$ cat src/rtl/count_monitor.sv
// count_monitor: passive checker for a loadable up/down counter; define COUNT_MON_WRAP_EN for wrap_up/wrap_down pulses
module count_monitor #(
    parameter int N = 4,
    parameter int ERR_W = 8
) (
    input  logic             clk,
    input  logic             rst,
    input  logic             clr,
    input  logic             load,
    input  logic             enable,
    input  logic             s,
    input  logic [N-1:0]     in,
    input  logic [N-1:0]     cnt,
    output logic [N-1:0]     exp,
    output logic             err,
    output logic [ERR_W-1:0] err_cnt,
    output logic             fault,
    output logic [1:0]       state
`ifdef COUNT_MON_WRAP_EN
    ,
    output logic             wrap_up,
    output logic             wrap_down
`endif
);
    typedef enum logic [1:0] {UNSYNC = 2'b00, TRACK = 2'b01, FAULT = 2'b10} state_t;
    state_t st, st_nx;
    logic [N-1:0] cnt_q, in_q;
    logic load_q, enable_q, s_q;
    logic live, miss;
    assign state = st;
    assign live = st != UNSYNC;
    assign miss = live && cnt != exp;
    // prediction of the current cnt from last cycle's observed counter inputs
    always_comb exp = load_q ? in_q : enable_q ? (s_q ? cnt_q - 1'b1 : cnt_q + 1'b1) : cnt_q;
    // UNSYNC syncs after one sample; any mismatch latches FAULT until clr or rst
    always_comb st_nx = clr ? UNSYNC : st == UNSYNC ? TRACK : miss ? FAULT : st;
    // state register
    always_ff @(posedge clk or posedge rst)
        if (rst) st <= UNSYNC;
        else st <= st_nx;
    // sample registers always take the observed cnt, so FAULT resyncs on reality
    always_ff @(posedge clk or posedge rst)
        if (rst) begin
            cnt_q <= '0;
            in_q <= '0;
            load_q <= 1'b0;
            enable_q <= 1'b0;
            s_q <= 1'b0;
        end else begin
            cnt_q <= cnt;
            in_q <= in;
            load_q <= load;
            enable_q <= enable;
            s_q <= s;
        end
    // error pulse, saturating error count and sticky fault; clr discards a same-cycle mismatch
    always_ff @(posedge clk or posedge rst)
        if (rst) begin
            err <= 1'b0;
            err_cnt <= '0;
            fault <= 1'b0;
        end else if (clr) begin
            err <= 1'b0;
            err_cnt <= '0;
            fault <= 1'b0;
        end else begin
            err <= miss;
            if (miss) begin
                fault <= 1'b1;
                if (err_cnt != '1) err_cnt <= err_cnt + 1'b1;
            end
        end
`ifdef COUNT_MON_WRAP_EN
    // wrap pulses only for correctly predicted enable-driven boundary crossings
    always_ff @(posedge clk or posedge rst)
        if (rst) begin
            wrap_up <= 1'b0;
            wrap_down <= 1'b0;
        end else if (clr) begin
            wrap_up <= 1'b0;
            wrap_down <= 1'b0;
        end else begin
            wrap_up <= live && !miss && enable_q && !load_q && !s_q && cnt_q == '1;
            wrap_down <= live && !miss && enable_q && !load_q && s_q && cnt_q == '0;
        end
`endif
endmodule
$ cat config.mk
export PLATFORM = sky130hd
export DESIGN_NAME = count_monitor
export DESIGN_NICKNAME = d
export VERILOG_FILES = /design/src/rtl/count_monitor.sv
export SDC_FILE = /design/constraint.sdc
export NUM_CORES = 1
export LEC_CHECK = 0
export CORE_AREA = 5 5 78 59
export CTS_CLUSTER_SIZE = 25
export DETAILED_ROUTE_END_ITERATION = 8
export DIE_AREA = 0 0 83 64
export PLACE_DENSITY = 0.62
export SLEW_MARGIN = 20
export SYNTH_ARGS = -nofsm -noshare
export SYNTH_HDL_FRONTEND = slang
export SYNTH_SLANG_ARGS = --single-unit
$ cat constraint.sdc
create_clock -name clk -period 3.4 [get_ports clk]
set_clock_uncertainty 0.1 [all_clocks]
set_input_delay 0.34 -clock clk [delete_from_list [all_inputs] [get_ports clk]]
set_output_delay 0.34 -clock clk [all_outputs]
set_load 0.01 [all_outputs]
==> results of run 1 <==
-- worst paths after layout --
path | to | start | depth (start not counted) | slack [ns]
worst max-delay path | err_cnt[7]$_DFFE_PP0P_ | cnt_q[0]$_DFF_PP0_ | 7 | 0.47
worst min-delay path | in_q[3]$_DFF_PP0_ | in[3] | 1 | 0.41
worst max register to register | err_cnt[7]$_DFFE_PP0P_ | cnt_q[0]$_DFF_PP0_ | 7 | 0.47
worst min register to register | state[1]$_DFFE_PP0P_ | state[1]$_DFFE_PP0P_ | 2 | 0.44
max in group asynchronous | err_cnt[1]$_DFFE_PP0P_ | rst | 2 | 2.19
min in group asynchronous | in_q[2]$_DFF_PP0_ | rst | 2 | 0.46
-- final cells by class --
cell class              count  share of cell area, %
clock buffers               4                   2.75
inverters                   5                   1.15
multi-input cells          85                   38.4
flip-flops and latches     23                   35.1
well taps                  52                   3.97
repair buffers             31                   18.6
-- through the flow --
step | total power [mW] | utilization [%] | hold slack, ns | setup WS, ns | instances
after global routing | 0.663 | 43.6 | 0.400 | 0.297 | 200
after detailed placement | 0.463 | 42.4 | 0.427 | 0.532 | 196
after global placement | 0.460 | 42.4 | 0.422 | 0.644 | 196
after floorplan | 0.399 | - | 0.242 | 0.897 | 119
after CTS | 0.636 | 43.6 | 0.404 | 0.492 | 200
final | 0.626 | 43.6 | 0.407 | 0.466 | 200
-- worst max-delay path: cells and delay by family (launching register included) --
| kind | cells | cell delay [ns] |
|---|---|---|
| compound gates | 2 | 0.85 |
| mux | 2 | 0.57 |
| fa+ha+maj | 1 | 0.50 |
| flops | 1 | 0.45 |
| simple gates | 2 | 0.35 |
-- cell usage in the layout (no fill, tap or decap), drive strengths merged, types with 2 or more instances in the layout --
cell type | netlist | routed
nor2 | 4 | 4
dfrtp | 23 | 23
o211ai | 2 | 2
a21oi | 10 | 10
a22o | 2 | 2
buf | 3 | 2
or4 | 3 | 3
nand2 | 9 | 9
nor2b | 4 | 4
o21ai | 6 | 6
o31ai | 3 | 3
nand3 | 4 | 4
clkdlybuf4s50 | 0 | 29
or3b | 2 | 2
ha | 3 | 3
a211o | 2 | 2
or2 | 3 | 3
clkbuf | 3 | 4
nor3 | 3 | 3
xnor2 | 3 | 3
mux2 | 2 | 2
xor2 | 2 | 2
inv | 5 | 5
-- synth_stat cells, types with 3 or more instances --
cell type / number
sky130_fd_sc_hd__nor2b_1: 4
sky130_fd_sc_hd__or2_2: 3
sky130_fd_sc_hd__o21ai_0: 6
sky130_fd_sc_hd__inv_1: 5
sky130_fd_sc_hd__a21oi_1: 10
sky130_fd_sc_hd__dfrtp_1: 23
sky130_fd_sc_hd__xnor2_1: 3
sky130_fd_sc_hd__nand2_1: 9
sky130_fd_sc_hd__nand3_1: 4
sky130_fd_sc_hd__clkbuf_1: 3
sky130_fd_sc_hd__nor2_1: 4
sky130_fd_sc_hd__o31ai_1: 3
sky130_fd_sc_hd__ha_1: 3
sky130_fd_sc_hd__or4_1: 3
-- per-layer routing --
layer  up-vias  GRT usage [%]  share of wire, %  routed length (µm)
met1       466           14.5                48                1350
met4         0           2.65               1.1                  31
li1        487              -                 -                   -
met3         4           2.31               3.3                  93
met5         -              0                 0                   0
met2        29           18.8                47                1310
-- logic make-up (layout without fill, tap and decap cells) --
kind of cell / after synthesis / in the layout / share of synthesized area, %
and+or+nand+nor: 40 / 40 / 18.8
muxes: 3 / 3 / 2.58
buffers and inverters: 11 / 40 / 4.56
adders and majority gates: 4 / 4 / 4.56
xor gates and xnor gates: 5 / 5 / 3.47
AOI/OAI and AO/OA: 33 / 33 / 20.4
DFF: 23 / 23 / 45.6
-- sequential cells by signal (all words and copies together) (netlist names) --
name / flops
err_cnt: 8
s_q: 1
state: 2
enable_q: 1
cnt_q: 4
load_q: 1
in_q: 4
fault: 1
err: 1
-- power breakdown --
group          switching, mW  total [mW]  internal, mW  leakage, nW
sequential            0.0167       0.306         0.290        0.290
clock                 0.0842       0.168        0.0835       0.0228
combinational         0.0728       0.152        0.0794        0.332
total                  0.174       0.626         0.453        0.645
==> results.txt, run 1 <==
- Via total after detailed routing: 986
- Post-synthesis cell type count: 42
* Drc violations: 0
- Crit path required time: 3.45 ns
- Count of mapped cells out of synthesis: 119
* Remaining global-route overflow: 0
* N_diodes: 0
- In this run the horizontal extent of the chip is 83 µm.
- TritonCTS Buffers: 3
- The tree is rooted in a sky130_fd_sc_hd__clkbuf_8.
- In the finished design, the share of the clock period the worst path needs comes to 86.3%.
- Wire length of the first global-routing pass: 4.82 mm
- Final hold violation count: 0
* Proportion of synthesized chip area in sequential cells: 45.6%
- Seq. cell area: 576 µm²
- Total count of max-transition violations in the final report: 0
- Post-CTS repair changed the size of 0 cells.
* Data arrival, critical path: 2.98 ns
- Detailed-route wire length: 2.78 mm
* Cts hold-fix bufs: 0
* Layout overhead on the synthesized area: 29.8%
- Max-cap violations in this run came to 0.
- The longest clock path from root to sink contains 2 buffers.
- Worst-path cell with the longest stage delay: sky130_fd_sc_hd__o41ai_4
* IR drop worst, VDD: 0.000204 V
- The worst setup path is launched from a flop.
- Placement Rows: 19
* Count of endpoints failing setup in the final report: 0
* Share of async-settable or async-resettable flops after synthesis: 100%
- CTS built an H-tree with a depth of 1.
- Power per standard cell area: 382 nW/µm²
* Static leakage: 0.645 nW
- Final standard cell area without fillers: 1640 µm²
* Total number of yosys warnings: 0
- At the end of routability-driven placement, the weighted congestion stood at 0.813.
- Setup total negative slack on the finished layout was measured at 0 ns.
- Die area: 5310 µm²
* Most frequently used flop master after synthesis: sky130_fd_sc_hd__dfrtp_1
- Ranking of synthesized cells by area: sky130_fd_sc_hd__dfrtp_1 46%, sky130_fd_sc_hd__a21oi_1 4.0%, sky130_fd_sc_hd__ha_1 3.0%
- Count of nets left with antenna violations after detail routing: 0
* Largest fanout on the critical path: 12
- In the final layout, the share of cells above drive strength 1 is 10.1%.
- Floorplan Core Area: 3760 µm²
- 30 I/O pins were placed.
- Tightest slew margin relative to the limit: 40.9%
- The later pin in the worst-skew pair is clocked with a latency of 0.26 ns.
- Total GRT Usage: 11.0%
* Effective utilization at floorplan: 33.6%
- Run status: finished, final reports clean
* Shortest clock period the worst path allows after layout: 2.93 ns
* First-pass detailed-route iteration total: 5
- TritonCTS built the clock tree.
* Clock slew at reported path FFs: 0.08 ns
- Maximum cell stage delay along the critical path: 0.69 ns
- The multi-input combinational cells in the finished layout cover a total of 629 µm².
- Timing would allow up to 341 MHz.
* Vias/cell: 4.93
- Vias in the first global route: 1014
- The synthesized design contains 0 enable-type register cells.
- Proportion of netlist area held by the largest area contributor: 45.6%
- Averaged over all synthesized cells, the footprint is 10.6 µm².
- Number of clock sinks seen by CTS: 23
- Element type at the critical path end: flop
* Setup repair bufs after CTS: 0
- By startpoint and endpoint, the worst setup path is classified as flop to flop.
- DP Area: 1590 µm²
- The path class of the tightest hold or removal check is input port to flop.
- WL per Instance: 13.9 µm
- Maximum number of pins on one net before global-route repair: 24
- Summing every instance area after synthesis gives 1260 µm².
- Unrepaired setup endpoints after global routing: false
* Detailed Place HPWL: 2.09 mm
- Filler Cell Count: 376
- The synthesized design spends more area on one cell type than any other, namely sky130_fd_sc_hd__dfrtp_1.
- The count of buffers added on input and output ports is 29.
- When the netlist entered floorplanning its net count stood at 137.
- Critical path, cell by cell: fa_1 > mux2i_1 > a211o_1 > nand4_1 > o41ai_4 > nor3_1 > mux2_1
- Counting flops and latches in the post-synthesis netlist gives 23.
* Number of DRC markers in iteration 0: 69
- Slew @ Worst Pin: 0.886 ns
- Layout net count: 167
- Antenna violations before repair: 0
- Vert. Die Dim: 64 µm
(Power assumes the default switching activity.)
==> inputs of run 2 (changes only) <==
- TNS_END_PERCENT: not set -> 5
==> results of run 2 <==
No change in the layout: final DEF, timing and power equal those of run 1.
